$ cat src/rtl/floating_point_adder_data_path.sv
// Two-stage IEEE-754 binary32 adder: stage 1 unpacks, orders, aligns and adds;
// stage 2 normalizes, rounds to nearest-even and packs. Denormals flush to zero.
module floating_point_adder_data_path (
  input  logic        clk,
  input  logic        rst,
  input  logic        in_valid,
  input  logic [31:0] in1,
  input  logic [31:0] in2,
  output logic        out_valid,
  output logic [31:0] out
);

  localparam logic [31:0] QNAN = 32'h7FC0_0000;

  // ---------------- stage 1: unpack, compare, swap, align, add ----------------
  logic        a_zero, b_zero, a_inf, b_inf, a_nan, b_nan;
  logic [30:0] a_mag, b_mag, big_mag, small_mag;
  logic        swap, eff_sub, big_sign;
  logic [23:0] big_man, small_man;
  logic [7:0]  shift_amt;
  logic [26:0] big_ext, small_ext, small_al, sticky_mask;
  logic        spec_d, sign_d, v1_q, spec1_q, sign1_q;
  logic [31:0] spec_val_d, spec_val1_q;
  logic [27:0] sum_d, sum1_q;
  logic [7:0]  exp1_q;

  assign a_zero = (in1[30:23] == 8'd0);
  assign b_zero = (in2[30:23] == 8'd0);
  assign a_inf  = (&in1[30:23]) && (in1[22:0] == 23'd0);
  assign b_inf  = (&in2[30:23]) && (in2[22:0] == 23'd0);
  assign a_nan  = (&in1[30:23]) && (in1[22:0] != 23'd0);
  assign b_nan  = (&in2[30:23]) && (in2[22:0] != 23'd0);

  assign a_mag     = a_zero ? 31'd0 : in1[30:0];
  assign b_mag     = b_zero ? 31'd0 : in2[30:0];
  assign swap      = (b_mag > a_mag);
  assign big_mag   = swap ? b_mag : a_mag;
  assign small_mag = swap ? a_mag : b_mag;
  assign big_sign  = swap ? in2[31] : in1[31];
  assign eff_sub   = in1[31] ^ in2[31];

  assign big_man     = {big_mag[30:23] != 8'd0, big_mag[22:0]};
  assign small_man   = {small_mag[30:23] != 8'd0, small_mag[22:0]};
  assign shift_amt   = big_mag[30:23] - small_mag[30:23];
  assign big_ext     = {big_man, 3'b000};
  assign small_ext   = {small_man, 3'b000};
  assign sticky_mask = (27'd1 << shift_amt) - 27'd1;

  // NOTE: every signal driven here gets a default first so no latch is inferred.
  always_comb begin
    small_al   = {26'd0, |small_man};
    spec_d     = 1'b0;
    spec_val_d = QNAN;
    if (shift_amt < 8'd26)
      small_al = (small_ext >> shift_amt) | {26'd0, |(small_ext & sticky_mask)};
    sum_d = eff_sub ? ({1'b0, big_ext} - {1'b0, small_al})
                    : ({1'b0, big_ext} + {1'b0, small_al});
    // Exact cancellation is always +0; same-signed zeros keep their sign.
    sign_d = (eff_sub && (a_mag == b_mag)) ? 1'b0 : big_sign;
    if (a_nan || b_nan || (a_inf && b_inf && eff_sub)) begin
      spec_d     = 1'b1;
      spec_val_d = QNAN;
    end else if (a_inf) begin
      spec_d     = 1'b1;
      spec_val_d = in1;
    end else if (b_inf) begin
      spec_d     = 1'b1;
      spec_val_d = in2;
    end
  end

  // NOTE: sequential state uses non-blocking assignments only.
  always_ff @(posedge clk) begin
    if (rst) begin
      v1_q        <= 1'b0;
      spec1_q     <= 1'b0;
      spec_val1_q <= 32'd0;
      sign1_q     <= 1'b0;
      exp1_q      <= 8'd0;
      sum1_q      <= 28'd0;
    end else begin
      v1_q        <= in_valid;
      spec1_q     <= spec_d;
      spec_val1_q <= spec_val_d;
      sign1_q     <= sign_d;
      exp1_q      <= big_mag[30:23];
      sum1_q      <= sum_d;
    end
  end

  // ---------------- stage 2: normalize, round, pack ----------------
  logic [4:0]        lz;
  logic [26:0]       norm;
  logic signed [9:0] exp_n, exp_f;
  logic              round_up;
  logic [24:0]       mant_r;
  logic [23:0]       mant_f;
  logic [31:0]       res_d, out_q;
  logic              out_valid_q;

  always_comb begin
    lz = 5'd27;
    for (int i = 0; i < 27; i++)
      if (sum1_q[i]) lz = 5'(26 - i);
    if (sum1_q[27]) begin
      norm  = {sum1_q[27:2], sum1_q[1] | sum1_q[0]};
      exp_n = $signed({2'b00, exp1_q}) + 10'sd1;
    end else begin
      norm  = sum1_q[26:0] << lz;
      exp_n = $signed({2'b00, exp1_q}) - $signed({5'b00000, lz});
    end
    round_up = norm[2] & (norm[1] | norm[0] | norm[3]);
    mant_r   = {1'b0, norm[26:3]} + {24'd0, round_up};
    mant_f   = mant_r[24] ? mant_r[24:1] : mant_r[23:0];
    exp_f    = mant_r[24] ? exp_n + 10'sd1 : exp_n;
    if (spec1_q)
      res_d = spec_val1_q;
    else if (sum1_q == 28'd0 || exp_f < 10'sd1)
      res_d = {sign1_q, 31'd0};
    else if (exp_f >= 10'sd255)
      res_d = {sign1_q, 8'hFF, 23'd0};
    else
      res_d = {sign1_q, exp_f[7:0], mant_f[22:0]};
  end

  always_ff @(posedge clk) begin
    if (rst) begin
      out_valid_q <= 1'b0;
      out_q       <= 32'd0;
    end else begin
      out_valid_q <= v1_q;
      if (v1_q) out_q <= res_d;
    end
  end

  assign out_valid = out_valid_q;
  assign out       = out_q;

endmodule

$ cat config.mk
export PLATFORM = sky130hd
export DESIGN_NAME = floating_point_adder_data_path
export DESIGN_NICKNAME = d
export VERILOG_FILES = /design/src/rtl/floating_point_adder_data_path.sv
export SDC_FILE = /design/constraint.sdc
export NUM_CORES = 1
export LEC_CHECK = 0
export CAP_MARGIN = 40
export CORE_AREA = 2 2 214 216
export CTS_CLUSTER_DIAMETER = 150
export DETAILED_ROUTE_END_ITERATION = 6
export DIE_AREA = 0 0 216 218
export PLACE_DENSITY_LB_ADDON = 0.12
export SKIP_LAST_GASP = 1
export SLEW_MARGIN = 0
export SYNTH_ARGS = -nofsm -noshare
export SYNTH_HDL_FRONTEND = slang
export SYNTH_SLANG_ARGS = --single-unit
$ cat constraint.sdc
create_clock -name clk -period 9.97 [get_ports clk]
set_input_delay 1.994 -clock clk [delete_from_list [all_inputs] [get_ports clk]]
set_output_delay 1.994 -clock clk [all_outputs]
set_load 0.02 [all_outputs]
# Word level (Yosys, flattened, before mapping)
# Cells that the tools add are included.
[totals] regBits=104 in_bits=67 output_inout_bits=33
[classes] add_sub_neg=8 n_lt_le_gt_ge=4 n_eq_ne=1 shift=3 n_mux=47 n_bitwise=7 reduce_logical=25
[op_table] operator="two-way mux 31 bit" n=7
[op_table] operator="two-way mux 5 bit" n=26
[op_table] operator="two-way mux 32 bit" n=3
[op_table] operator="two-way mux 27 bit" n=2
[op_table] operator="zero test 23 bit" n=2
[op_table] operator="nonzero test 23 bit" n=2
[op_table] operator="== test 31 bit" n=1
[op_table] operator="> comparator 31 bit" n=1
[op_table] operator="adder 27 x 27 -> 28 bit" n=1
[op_table] operator="zero test 28 bit" n=1
[op_table] operator="two-way mux 28 bit" n=1
[op_table] operator="subtractor 27 x 27 -> 28 bit" n=1
[op_table] operator="bitwise AND 27 bit" n=1
[op_table] operator="bitwise OR 27 x 1 -> 27 bit" n=1
[op_table] operator="OR reduction 27 bit" n=1
[op_table] operator="left shift 1 x 8 -> 27 bit (first input constant)" n=1
[op_table] operator="left shift 27 x 5 -> 27 bit" n=1
[op_table] operator="right shift 27 x 8 -> 27 bit" n=1
[op_table] operator="subtractor 27 x 1 -> 27 bit (second input constant)" n=1
[op_table] operator="adder 24 x 1 -> 25 bit" n=1
[op_table] operator="OR reduction 24 bit" n=1
[op_table] operator="two-way mux 23 bit" n=1
[op_table] operator="two-way mux 10 bit" n=2
[op_table] operator="zero test 8 bit" n=2
[op_table] operator="16 further kinds" n=33

# Longest topological paths before layout
[depth] depth_word=38 depth_mapped=55 depth_no_buf=47

# Worst setup path after synthesis
# OpenSTA, ideal clock, no wires.
[synth_timing] path_type="input port to flip-flop" startpoint="input port in2[26]" endpoint="register sum1_q[25]" arrival_time_ns=10.480 t_required_ns=9.847 setup_slack_ns=-0.634 path_stages=51 path_cell_list="nor4_1 -> nand2_1 -> clkbuf_1 -> clkbuf_1 -> and2_1 -> ha_1 -> nand4_1 -> nor4_1 -> nand2b_1 -> a31o_1 -> buf_2 -> nand2_2 -> clkbuf_1 -> clkbuf_1 -> clkbuf_1 -> nor2_1 -> a21oi_1 -> ha_1 -> [15 not listed] -> o21bai_1 -> a21oi_1 -> o21bai_1 -> a21oi_1 -> o21bai_1 -> a21oi_1 -> o21bai_1 -> a21oi_1 -> o21bai_1 -> a21oi_1 -> o21bai_1 -> a21o_1 -> a21oi_1 -> o21ai_0 -> a311o_1 -> a21oi_1 -> o311ai_1 -> mux2_1"
[synth_between] elab_chain_len=13 elab_cells_between_ends=19
[synth_rtl] element="start, declared" line="8" source="input logic [31:0] in2,"
[synth_rtl] element="zero test 8 bit" line="28" source="assign b_zero = (in2[30:23] == 8'd0);"
[synth_rtl] element="two-way mux 31 bit (*)" line="35" source="assign b_mag = b_zero ? 31'd0 : in2[30:0];"
[synth_rtl] element="> comparator 31 bit" line="36" source="assign swap = (b_mag > a_mag);"
[synth_rtl] element="two-way mux 31 bit, on equally long branches" line="37, 38"
[synth_rtl] element="subtractor 8 bit" line="44" source="assign shift_amt = big_mag[30:23] - small_mag[30:23];"
[synth_rtl] element="left shift 1 x 8 -> 27 bit" line="47" source="assign sticky_mask = (27'd1 << shift_amt) - 27'd1;"
[synth_rtl] element="subtractor 27 x 1 -> 27 bit" line="47"
[synth_rtl] element="bitwise AND 27 bit" line="55" source="small_al = (small_ext >> shift_amt) | {26'd0, |(small_ext & sticky_mask)};"
[synth_rtl] element="OR reduction 27 bit" line="55"
[synth_rtl] element="bitwise OR 27 x 1 -> 27 bit" line="55"
[synth_rtl] element="two-way mux 27 bit" line="54" source="if (shift_amt < 8'd26)"
[synth_rtl] element="adder 27 x 27 -> 28 bit or subtractor 27 x 27 -> 28 bit (tied branches)" line="57, 56"
[synth_rtl] element="two-way mux 28 bit (*)" line="56" source="sum_d = eff_sub ? ({1'b0, big_ext} - {1'b0, small_al})"
[synth_rtl] element="end signal, assigned" line="87" source="sum1_q <= sum_d;"
[synth_rtl] element="end, declared" line="24" source="logic [27:0] sum_d, sum1_q;"
# Every way passes the cells marked *; elsewhere a longest branch is shown, timed or not.
# A chain may end at the register's enable or synchronous reset.

# Worst setup path in the final report
[layout_timing] startpoint="input port in2[23]" endpoint="register sum1_q[25]"
# The elaborated chain is that of the path after synthesis.

==> results.py <==
metrics = {
    "status": {
        "status": "completed",
    },
    "synth": {
        "synth_top_flop_cell": "dfxtp_1",
        "synth_area_um2": 13200,
        "yosysUniqueCellTypes": 100,
        "syn_avg_cell_area_um2": 6.87,
        "ys_ff_latch": 104,
        "synth_top_cell_by_area": "dfxtp_1",
        "ys_warn_count": 0,
        "synth-seq-area-share": 0.157,
        "synth_top_area_share": 0.157,
        "synth_common_cells": "nand2_1, nor2_1, o21ai_0, a21oi_1, inv_1",
        "yosysMostFrequentCell": "nand2_1",
        "synth_edf_count": 0,
        "synthTopCellsByArea": "dfxtp_1, ha_1, nand2_1",
        "ys_async_sr_fraction": 0,
        "syn_inst": 1928,
    },
    "cells_and_area": {
        "multi_input_area_um2": 10900,
        "num_antenna_cells": 0,
        "final-seq-area_um2": 2080,
        "fillCellCount": 4800,
        "nets": 2517,
        "instances_no_fill": 2964,
        "syn2layout_area_growth_pct": 41.6,
        "drive_above_1_share": 0.264,
        "fin_util": 0.418,
    },
    "sta": {
        "tns_ns": 0,
        "setup_ws_ns": 0.372,
        "finalHoldViolations": 0,
        "clock-skew-final_ns": 0.0134,
        "setup_viol": 0,
        "worstMarginPinSlew_ns": 0.954,
        "fin_crit_sh": 0.963,
        "slew-limit-headroom": 0.358,
        "fmax_ghz": 0.104,
        "finalCriticalPeriod_ns": 9.60,
        "maxSlewViolCount": 0,
    },
    "floorplan": {
        "fp.dieH_um": 218,
        "fp.dieArea_um2": 47100,
        "core_um2": 44900,
        "dieWidth_um": 216,
        "boundaryPins": 100,
        "row_count": 78,
        "start_util": 0.295,
    },
    "placed_design": {
        "hpwlAfterDp_um": 49300,
        "io_buffers": 99,
        "dp_cells": 2903,
        "place_congestion": 0.944,
        "post-place-ws_ns": -0.755,
    },
    "power_and_ir_drop": {
        "powerDensity_nw_per_um2": 166,
        "total_power_w": 0.00310,
        "p_leak_nw": 8.15,
        "irDropWorstVdd_mv": 0.118,
    },
    "worst_hold_path": {
        "min_to": "out[25]$_SDFFE_PP0P_",
        "worstHoldPathCells": 2,
        "hp-start": "spec_val1_q[25]$_SDFF_PP0_",
        "min_path_type": "reg -> reg",
    },
    "critical_path": {
        "end_kind": "flip-flop",
        "max_stage_delay_ns": 0.38,
        "crit_top_cell": "a21oi_2",
        "timing.rr.start": "sum1_q[1]$_SDFF_PP0_",
        "cp.required_ns": 10.24,
        "crit_path_start_kind": "primary input",
        "r2r_slack_ns": 3.03,
        "regToRegEndpoint": "out[1]$_SDFFE_PP0P_",
        "arrival_ns": 9.87,
        "critPathKind": "in -> reg",
        "r2r_cells": 21,
        "crit_slowest_cell": "a221oi_2",
        "critPathMaxFanout": 15,
    },
    "route": {
        "drc": 0,
        "firstDrtPassIters": 5,
        "via_count": 16300,
        "drtIter0Drc": 1196,
        "post_drt_wl_per_cell_um": 20.5,
        "routed_wl_um": 60900,
        "postRouteAntennaNets": 0,
        "via_per_inst": 5.50,
    },
    "global_routing": {
        "grt_overflow": 0,
        "busiest_layer": "met2",
        "antenna_found_initial": 0,
        "grt_use_met2": 0.438,
        "grt_pass1_wl_um": 93500,
        "grt_pass1_vias": 15800,
        "globalRouteMet3Util": 0.0176,
        "grt_max_degree": 59,
        "grtUsageMet1": 0.327,
        "grt_use_total": 0.253,
    },
    "clock_tree": {
        "path_clk_slew_ns": 0.08,
        "cts_tree": "built",
        "cts_root_buffer": "clkbuf_16",
        "clockBufferDepth": 2,
        "clkSinkCount": 104,
        "cts_buffers": 9,
        "htree_levels": 3,
        "insertion_delay_ns": 0.38,
    },
    "run": {
        "cap_viol_max_count": 0,
    },
}
-- through the flow --
| stage | hold slack [ns] | instance area (µm²) |
|---|---|---|
| 2_1_floorplan | 0.442 | 13400 |
| 3_3_place_gp | 0.452 | 17500 |
| 3_5_place_dp | 0.459 | 17500 |
| 4_1_cts | 0.471 | 18200 |
| 5_1_grt | 0.511 | 18700 |
| 6_report | 0.466 | 18700 |
-- what timing repair did --
action | in CTS | in global routing
pin swaps | 45 | 72
hold buffers | 0 | 0
resized for setup | 62 | 106
buffers inserted | 20 | 21
gates cloned | 2 | 3
setup endpoints to repair | 5 | 11
-- cell families (layout without fill, tap and decap cells) --
| logic type | after synthesis | in the layout | share of synthesized area |
|---|---|---|---|
| other cells | 1 | 22 | 0.000283 |
| mux | 74 | 74 | 0.0722 |
| simple gates | 741 | 741 | 0.270 |
| fa+ha+maj | 91 | 91 | 0.0871 |
| flops | 104 | 104 | 0.157 |
| buf+inv | 240 | 655 | 0.0716 |
| xor+xnor | 63 | 63 | 0.0417 |
| compound gates | 614 | 614 | 0.300 |
-- power by group --
part           internal [W]  switching (W)
clock              0.000181       0.000184
combinational      0.000919        0.00129
sequential         0.000463      0.0000660
-- cell type report --
type	count	area share
sequential	104	0.111
clock inverter	7	0.00501
inverter	114	0.0228
tap	600	0.0400
clock buffer	9	0.0120
timing repair buffer	525	0.227
multi-input combinational	1605	0.582
-- worst max-delay path: cells and delay by family --
| family | cells | cell delay [ns] |
|---|---|---|
| mux | 1 | 0.32 |
| simple gates | 10 | 1.74 |
| buf+inv | 10 | 1.49 |
| compound gates | 22 | 3.52 |
| fa+ha+maj | 3 | 0.79 |
-- worst max path at each step --
stage | end | depth (start not counted) | slack (ns) | startpoint
after floorplan | sum1_q[25]$_SDFF_PP0_ | 51 | 0.0007 | in2[26]
after global placement | sum1_q[24]$_SDFF_PP0_ | 47 | -0.73 | in1[27]
after detailed placement | sum1_q[24]$_SDFF_PP0_ | 47 | -0.75 | in1[27]
after CTS | sum1_q[24]$_SDFF_PP0_ | 47 | 0.0005 | in1[30]
after global routing | sum1_q[27]$_SDFF_PP0_ | 51 | -0.09 | in2[30]
final | sum1_q[25]$_SDFF_PP0_ | 46 | 0.37 | in2[23]
-- cells in the final DEF (no fill, tap or decap), types with 17 or more instances in the layout --
cell / synthesis / layout
ha_1: 89 / 75
buf_4: 3 / 404
xor2_1: 20 / 19
and2_1: 28 / 24
a21oi_1: 140 / 123
nand3_1: 60 / 60
xnor2_1: 43 / 40
conb_1: 1 / 22
o21ai_0: 161 / 148
o22ai_1: 23 / 21
inv_1: 110 / 102
nor2b_1: 43 / 41
nand2_1: 243 / 231
a211oi_1: 31 / 28
nor2_1: 169 / 162
mux2_2: 21 / 20
o211ai_1: 25 / 25
dfxtp_1: 104 / 103
nand4_1: 20 / 20
a21o_1: 25 / 25
a31oi_1: 36 / 36
a21oi_2: 1 / 17
nor3_1: 56 / 54
mux2i_1: 37 / 34
nor4_1: 36 / 31
clkdlybuf4s50_1: 0 / 82
nand2b_1: 19 / 18
-- routing by layer --
layer / wire length [µm] / part of all wire
met5: 0 / 0
met1: 26800 / 0.44
met2: 29100 / 0.48
met4: 2520 / 0.041
met3: 2450 / 0.040
-- registers in the layout, summed over array words and instances (netlist names) --
| name | count |
|---|---|
| exp1_q | 8 |
| spec1_q | 1 |
| spec_val1_q | 32 |
| out_valid | 1 |
| sum1_q | 28 |
| sign1_q | 1 |
| v1_q | 1 |
| out | 32 |
Note: power is estimated with default switching activity, not from simulation.
